$ cat src/rtl/receiver_vna_pkg.sv
// receiver_vna_pkg
// Shared definitions for the VNA scan receiver:
//   vna_state_t      scan controller states
//   *_cycle()        slot-phase offsets within one DECIMATION-long slot,
//                    derived from DECIMATION and N = 2**ACC_LOG2
// The zero-marker feature is selected by the VNA_ZERO_MARKER_EN macro and
// is resolved in receiver_vna_scan.
package receiver_vna_pkg;

  typedef enum logic [2:0] {
    ST_IDLE    = 3'd0,
    ST_PC_SCAN = 3'd1,
    ST_SYNC    = 3'd2,
    ST_SLOT    = 3'd3,
    ST_DONE    = 3'd4
  } vna_state_t;

  // First slot cycle whose cordic sample enters the accumulator.
  function automatic int acc_first_cycle(input int decimation, input int acc_log2);
    return decimation - 2 - (1 << acc_log2);
  endfunction

  // Last slot cycle whose cordic sample enters the accumulator.
  function automatic int acc_last_cycle(input int decimation);
    return decimation - 3;
  endfunction

  // Slot cycle on which the scaled accumulator is copied to the outputs.
  function automatic int out_load_cycle(input int decimation);
    return decimation - 2;
  endfunction

  // Final slot cycle; output_strobe is high during it.
  function automatic int slot_last_cycle(input int decimation);
    return decimation - 1;
  endfunction

endpackage

$ cat src/rtl/receiver_vna_scan_accum.sv
// vna_accum
// One channel of the VNA averager: I and Q sample accumulators plus the
// truncating scale to the output width.
// Ports:
//   clock, rst_n          clock, synchronous active-low reset
//   clear                 zero both accumulators (slot start / scan abort)
//   enable                add the current samples
//   load                  copy the scaled accumulators to the outputs
//   zero                  with load: output zero instead (marker slot)
//   sample_inphase/quad   signed cordic samples, IN_W bits
//   avg_inphase/quad      averaged outputs, OUT_W bits, held between loads
module vna_accum
  import receiver_vna_pkg::*;
#(
  parameter int IN_W     = 18,
  parameter int OUT_W    = 24,
  parameter int ACC_LOG2 = 10
) (
  input  logic             clock,
  input  logic             rst_n,
  input  logic             clear,
  input  logic             enable,
  input  logic             load,
  input  logic             zero,
  input  logic [IN_W-1:0]  sample_inphase,
  input  logic [IN_W-1:0]  sample_quad,
  output logic [OUT_W-1:0] avg_inphase,
  output logic [OUT_W-1:0] avg_quad
);

  localparam int ACC_W = IN_W + ACC_LOG2;

  // Two's-complement sums wrap identically whether viewed as signed or not,
  // so explicit sign extension plus unsigned addition is enough.
  logic [ACC_W-1:0] acc_inphase_reg;
  logic [ACC_W-1:0] acc_quad_reg;
  logic [ACC_W-1:0] ext_inphase;
  logic [ACC_W-1:0] ext_quad;

  assign ext_inphase = {{ACC_LOG2{sample_inphase[IN_W-1]}}, sample_inphase};
  assign ext_quad    = {{ACC_LOG2{sample_quad[IN_W-1]}}, sample_quad};

  always_ff @(posedge clock) begin
    if (!rst_n) begin
      acc_inphase_reg <= '0;
      acc_quad_reg    <= '0;
      avg_inphase     <= '0;
      avg_quad        <= '0;
    end else begin
      if (clear) begin
        acc_inphase_reg <= '0;
        acc_quad_reg    <= '0;
      end else if (enable) begin
        acc_inphase_reg <= acc_inphase_reg + ext_inphase;
        acc_quad_reg    <= acc_quad_reg + ext_quad;
      end
      if (load) begin
        // Keep the top OUT_W bits: divide by 2**(ACC_W-OUT_W), truncating.
        avg_inphase <= zero ? '0 : acc_inphase_reg[ACC_W-1 -: OUT_W];
        avg_quad    <= zero ? '0 : acc_quad_reg[ACC_W-1 -: OUT_W];
      end
    end
  end

endmodule

$ cat src/rtl/receiver_vna_scan.sv
// receiver_vna_scan
// VNA scan controller and per-channel I/Q averager. In PC-scan mode
// (vna_count == 0) the Tx frequency simply follows tx_freq_in. In FPGA-scan
// mode the block steps the Tx frequency through vna_count points, one point
// per DECIMATION-clock slot, averaging 2**ACC_LOG2 cordic samples per slot
// and pulsing output_strobe once per slot.
// Optional feature: define VNA_ZERO_MARKER_EN to prefix every scan with one
// marker slot whose outputs are all zero.
// Ports:
//   clock, rst_n          clock, synchronous active-low reset
//   vna                   scan enable; 0 forces IDLE
//   repeat_scan           restart after the last point (else stop in DONE)
//   vna_count             points per scan, 0 = PC-scan
//   freq_delta            frequency step per point
//   tx_freq_in            start (FPGA-scan) or live (PC-scan) frequency
//   cordic_i, cordic_q    NCH packed signed samples, channel 0 in LSBs
//   tx_freq_out           frequency to the Tx NCO
//   out_i, out_q          NCH packed averaged samples, channel 0 in LSBs
//   output_strobe         one-cycle pulse, outputs valid on that cycle
//   scan_done             high while the finished scan waits in DONE
module receiver_vna_scan
  import receiver_vna_pkg::*;
#(
  parameter int NCH        = 2,
  parameter int IN_W       = 18,
  parameter int OUT_W      = 24,
  parameter int ACC_LOG2   = 10,
  parameter int DECIMATION = 7680
) (
  input  logic                 clock,
  input  logic                 rst_n,
  input  logic                 vna,
  input  logic                 repeat_scan,
  input  logic [15:0]          vna_count,
  input  logic [31:0]          freq_delta,
  input  logic [31:0]          tx_freq_in,
  input  logic [NCH*IN_W-1:0]  cordic_i,
  input  logic [NCH*IN_W-1:0]  cordic_q,
  output logic [31:0]          tx_freq_out,
  output logic [NCH*OUT_W-1:0] out_i,
  output logic [NCH*OUT_W-1:0] out_q,
  output logic                 output_strobe,
  output logic                 scan_done
);

`ifdef VNA_ZERO_MARKER_EN
  localparam int MARKER_SLOTS = 1;
`else
  localparam int MARKER_SLOTS = 0;
`endif

  localparam int N     = 1 << ACC_LOG2;
  localparam int CNT_W = $clog2(DECIMATION);

  localparam logic [CNT_W-1:0] ACC_FIRST = CNT_W'(acc_first_cycle(DECIMATION, ACC_LOG2));
  localparam logic [CNT_W-1:0] ACC_LAST  = CNT_W'(acc_last_cycle(DECIMATION));
  localparam logic [CNT_W-1:0] OUT_LOAD  = CNT_W'(out_load_cycle(DECIMATION));
  localparam logic [CNT_W-1:0] SLOT_LAST = CNT_W'(slot_last_cycle(DECIMATION));

  // Parameter sanity: the accumulation window must fit after slot cycle 0.
  if (DECIMATION < N + 4) begin : g_bad_decimation
    $error("receiver_vna_scan: DECIMATION must be >= 2**ACC_LOG2 + 4");
  end
  if (OUT_W > IN_W + ACC_LOG2) begin : g_bad_out_w
    $error("receiver_vna_scan: OUT_W must be <= IN_W + ACC_LOG2");
  end
  if (NCH < 1 || NCH > 4) begin : g_bad_nch
    $error("receiver_vna_scan: NCH must be in 1..4");
  end

  vna_state_t       state_reg, state_next;
  logic [CNT_W-1:0] slot_cnt_reg, slot_cnt_next;
  logic [16:0]      slot_idx_reg, slot_idx_next;
  logic [15:0]      count_reg, count_next;
  logic [31:0]      start_reg, start_next;
  logic [31:0]      delta_reg, delta_next;
  logic [31:0]      tx_freq_next;
  logic             strobe_next;

  logic [16:0] last_slot;
  logic        is_marker;
  logic        first_point;
  logic        in_slot;
  logic        acc_clear;
  logic        acc_enable;
  logic        out_load;

  // Slot index counts the marker (if present) as slot 0.
  assign last_slot   = {1'b0, count_reg} + 17'(MARKER_SLOTS) - 17'd1;
  assign is_marker   = (MARKER_SLOTS != 0) && (slot_idx_reg == 17'd0);
  assign first_point = (slot_idx_reg == 17'(MARKER_SLOTS));
  assign in_slot     = vna && (state_reg == ST_SLOT);

  assign acc_clear  = !in_slot || (slot_cnt_reg == '0);
  assign acc_enable = in_slot && !is_marker &&
                      (slot_cnt_reg >= ACC_FIRST) && (slot_cnt_reg <= ACC_LAST);
  assign out_load   = in_slot && (slot_cnt_reg == OUT_LOAD);

  always_ff @(posedge clock) begin
    if (!rst_n) begin
      state_reg <= ST_IDLE;
    end else begin
      state_reg <= state_next;
    end
  end

  always_comb begin
    state_next    = state_reg;
    slot_cnt_next = slot_cnt_reg;
    slot_idx_next = slot_idx_reg;
    count_next    = count_reg;
    start_next    = start_reg;
    delta_next    = delta_reg;
    tx_freq_next  = tx_freq_out;
    strobe_next   = 1'b0;

    if (!vna) begin
      // Dropping vna aborts whatever is in progress.
      state_next    = ST_IDLE;
      tx_freq_next  = tx_freq_in;
      slot_cnt_next = '0;
      slot_idx_next = '0;
    end else begin
      case (state_reg)
        ST_IDLE: begin
          count_next   = vna_count;
          start_next   = tx_freq_in;
          delta_next   = freq_delta;
          tx_freq_next = tx_freq_in;
          state_next   = (vna_count == 16'd0) ? ST_PC_SCAN : ST_SYNC;
        end
        ST_PC_SCAN: begin
          tx_freq_next = tx_freq_in;
        end
        ST_SYNC: begin
          // Zero frequency for one cycle resets the NCO phase accumulator.
          tx_freq_next  = '0;
          slot_cnt_next = '0;
          slot_idx_next = '0;
          state_next    = ST_SLOT;
        end
        ST_SLOT: begin
          if (slot_cnt_reg == '0) begin
            tx_freq_next = (is_marker || first_point) ? start_reg : tx_freq_out + delta_reg;
          end
          // Registered strobe lands on the last slot cycle.
          if (slot_cnt_reg == OUT_LOAD) begin
            strobe_next = 1'b1;
          end
          if (slot_cnt_reg == SLOT_LAST) begin
            slot_cnt_next = '0;
            if (slot_idx_reg == last_slot) begin
              slot_idx_next = '0;
              if (repeat_scan) begin
                count_next = vna_count;
                start_next = tx_freq_in;
                delta_next = freq_delta;
                state_next = (vna_count == 16'd0) ? ST_PC_SCAN : ST_SYNC;
              end else begin
                state_next = ST_DONE;
              end
            end else begin
              slot_idx_next = slot_idx_reg + 17'd1;
            end
          end else begin
            slot_cnt_next = slot_cnt_reg + CNT_W'(1);
          end
        end
        ST_DONE: begin
          // Hold everything until vna falls.
        end
        default: begin
          state_next = ST_IDLE;
        end
      endcase
    end
  end

  always_ff @(posedge clock) begin
    if (!rst_n) begin
      slot_cnt_reg  <= '0;
      slot_idx_reg  <= '0;
      count_reg     <= '0;
      start_reg     <= '0;
      delta_reg     <= '0;
      tx_freq_out   <= '0;
      output_strobe <= 1'b0;
    end else begin
      slot_cnt_reg  <= slot_cnt_next;
      slot_idx_reg  <= slot_idx_next;
      count_reg     <= count_next;
      start_reg     <= start_next;
      delta_reg     <= delta_next;
      tx_freq_out   <= tx_freq_next;
      output_strobe <= strobe_next;
    end
  end

  assign scan_done = (state_reg == ST_DONE);

  for (genvar gi = 0; gi < NCH; gi++) begin : g_ch
    vna_accum #(
      .IN_W     (IN_W),
      .OUT_W    (OUT_W),
      .ACC_LOG2 (ACC_LOG2)
    ) u_accum (
      .clock          (clock),
      .rst_n          (rst_n),
      .clear          (acc_clear),
      .enable         (acc_enable),
      .load           (out_load),
      .zero           (is_marker),
      .sample_inphase (cordic_i[gi*IN_W +: IN_W]),
      .sample_quad    (cordic_q[gi*IN_W +: IN_W]),
      .avg_inphase    (out_i[gi*OUT_W +: OUT_W]),
      .avg_quad       (out_q[gi*OUT_W +: OUT_W])
    );
  end

endmodule

$ cat config.mk
export PLATFORM = sky130hd
export DESIGN_NAME = receiver_vna_scan
export DESIGN_NICKNAME = d
export VERILOG_FILES = /design/src/rtl/receiver_vna_pkg.sv /design/src/rtl/receiver_vna_scan_accum.sv /design/src/rtl/receiver_vna_scan.sv
export SDC_FILE = /design/constraint.sdc
export NUM_CORES = 1
export LEC_CHECK = 0
export BUFFER_PORTS_ARGS = -buffer_cell sky130_fd_sc_hd__buf_4
export CORE_MARGIN = 3
export CORE_UTILIZATION = 40
export CTS_CLUSTER_DIAMETER = 40
export CTS_CLUSTER_SIZE = 28
export DETAILED_ROUTE_END_ITERATION = 6
export PLACE_DENSITY = 0.67
export SETUP_SLACK_MARGIN = 0.05
export SLEW_MARGIN = 20
export SYNTH_ARGS = -nofsm -noshare
export SYNTH_HDL_FRONTEND = slang
export SYNTH_HIERARCHICAL = 1
export SYNTH_SLANG_ARGS = --single-unit
$ cat constraint.sdc
create_clock -name clock -period 8.8 [get_ports clock]
set_clock_uncertainty 0.15 [all_clocks]
set_input_delay 0.88 -clock clock [delete_from_list [all_inputs] [get_ports clock]]
set_output_delay 0.88 -clock clock [all_outputs]
set_load 0.05 [all_outputs]
==> run summary <==
Status -> completed
EDFF count, synth -> 0
Slew @ Worst Pin -> 1020 ps
Vias -> 20800
Core area -> 53200 um2
Buffer and inverter count on the worst path -> 2
Clk pwr share -> 0.521
Total CTS buffers -> 58
Syn. warnings -> 6
Tot GR Track Use -> 0.210
Final hold vios -> 0
Post-route ant nets -> 0
DR top layer -> met5
Initial Utilization -> 0.410
DR WL met2 -> 28700 um
Minimum clock period -> 4580 ps
CTS tree -> done
Commonest non-fill, non-tap cell in the layout -> dfxtp_1
Largest net degree at the start of global routing -> 123
Sequential Power Share -> 0.378
Synth-to-layout area growth -> 20.8%
PnR worst setup slack -> 4220 ps
Die area -> 57300 um2
DR iter-0 viols -> 1369
H-tree levels -> 2
Mapped Cells -> 2777
Post-cts resize count -> 0
Root Driver -> clkbuf_16
Die W -> 239 um
NumNets Final -> 3291
Avg Synthesized Cell Area -> 7.85 um2
Crit-path cells -> nor2b_1, and3_1, and3_1, o311a_4, buf_4, clkinv_1, or3_1, mux2i_1, a31o_1
Die Span Y -> 239 um
Combinational share of power -> 0.101
Most common cell on crit path -> and3_1
Pwr Total -> 4.41 mW
RSZ-0062 raised after global routing -> false
Sequential fraction of the synthesis area -> 0.325
Worst slack at placement -> 4220 ps
Post-route DRC violation count -> 0
First-pass GRT wire length -> 99600 um
CP Class -> reg -> reg
Max-Cap Viols -> 0
Port buffer count -> 285
Number of global-route vias before repair -> 19600
WL met3 -> 4250 um
Fraction of layout instances using a drive strength above 1 -> 0.147
Maximum clock rate -> 219 MHz
Most frequent cells in the layout -> dfxtp_1, nand2_1, buf_4
Critical path data required time -> 9190 ps
Max-slew headroom -> 0.314
Vias per Instance -> 5.59
M1 wire length -> 27900 um
Top-Level Pins -> 286
Post-CTS setup buffer count -> 0
Critical path's largest stage delay -> 730 ps
Worst hold path type -> reg -> reg
PwrDens -> 168 nW/um2
CP max stage cell -> nor2b_1
Initial antenna violation count -> 2
Leakage -> 10.6 nW
Post-Route WL -> 62600 um
DR WL/cell -> 16.8 um
Worst Path Arrival -> 4970 ps
Synth unique cells -> 90
Clock transition at path regs -> 50 ps
Hold Buf Count CTS -> 0
Worst-path fanout max -> 47
Dpl hpwl -> 44900 um
Ys async rst share -> 0
Grt total ovfl -> 0
Setup crit start kind -> register
Total Neg Setup Slack -> 0 ps
Clk sinks -> 354
Critical Path End Type -> register
Pint -> 3.21 mW
# setup viols final -> 0
Sw Ratio -> 0.272
Pre-antenna DRT Iters -> 6
Cell area after synthesis -> 21800 um2
Final max-slew violation count -> 0
Sw power -> 1.20 mW
Final Cycle Share -> 0.520
N_diodes -> 0
Maximum vdd drop -> 150 uV
Row cnt -> 84
Ys flop type -> dfxtp_1
Routability cong. -> 0.912
Yosys reg bits -> 354
Delay-heaviest family, CP -> simple AND/OR/NAND/NOR gates
CTS Buffer Depth -> 3
Clock latency on the worst-skew pair -> 620 ps
==> cells in the mapped netlist (all sizes together) (22+ instances only) <==
cell    instances  area, um2
dfxtp         354       7090
nand2         325       1220
o21ai         224       1120
nor2          213        800
a21oi         163        831
ha            146       1830
inv           144        541
clkbuf        132        497
nand3         130        651
and2          109        682
o22ai         103        644
xnor2          86        753
mux2i          78        781
xor2           57        499
a21o           52        390
nor3           44        225
a211oi         29        223
nor2b          27        169
buf            26        153
a31oi          25        171
nand2b         25        156
nor4           24        175
nand4          22        138
==> kinds of logic after synthesis <==
group,after synthesis,synth area share
AO/OA/AOI/OAI,755,0.220
XOR/XNOR,143,0.0575
adder cells (fa/ha/maj),151,0.0884
buffers and inverters,303,0.0548
flip-flops,354,0.325
multiplexers,78,0.0358
other,1,0.000172
AND/OR/NAND/NOR,992,0.218
==> stage by stage <==
stage               instance area, um2  utilization  hold WS [ps]  cells
floorplan                        21800            -           286   2782
global placement                 24300        0.457           292   3612
detailed placement               24300        0.457           299   3612
CTS                              26300        0.495           307   3721
global route                     26300        0.495           327   3721
finish                           26300        0.495           304   3721
==> cell type report <==
class	count	area (um2)
Sequential cell	354	7090
Clock inverter	43	483
Fill cell	5082	26900
Tap cell	688	861
Clock buffer	66	1510
Multi-Input combinational cell	2125	13600
Timing Repair Buffer	300	2260
Inverter	145	544
==> path summary, 6_finish.rpt <==
path                               from                                          endpoint  slack, ps  cells past startpoint
max           state_reg[1]$_SDFFE_PN0P_  g_ch[0].u_accum/acc_inphase_reg[24]$_SDFFE_PP0P_       4220                      9
min reg2reg  start_reg[24]$_SDFFE_PN0P_                        start_reg[24]$_SDFFE_PN0P_        300                      2
min          start_reg[24]$_SDFFE_PN0P_                        start_reg[24]$_SDFFE_PN0P_        300                      2
max reg2reg   state_reg[1]$_SDFFE_PN0P_  g_ch[0].u_accum/acc_inphase_reg[24]$_SDFFE_PP0P_       4220                      9
==> worst min-delay path: stages (launching register included) <==
cell and delay (ps):
dfxtp_1 300, nand3_1 50, o21ai_1 50
==> routing by layer <==
metal | GRT usage | up-vias
met5 | 0 | -
met4 | 0.0718 | 4
met3 | 0.0421 | 122
met2 | 0.347 | 597
met1 | 0.273 | 9802
li1 | - | 10300
==> power by group through the flow <==
stage	registers, mW	logic [mW]	clock network, mW
detailed placement	1.70	0.438	0
floorplan	1.72	0.274	0
global route	1.67	0.489	2.42
finish	1.67	0.445	2.30
CTS	1.67	0.440	2.35
global placement	1.70	0.428	0
Power figures use the tool's default switching activity.
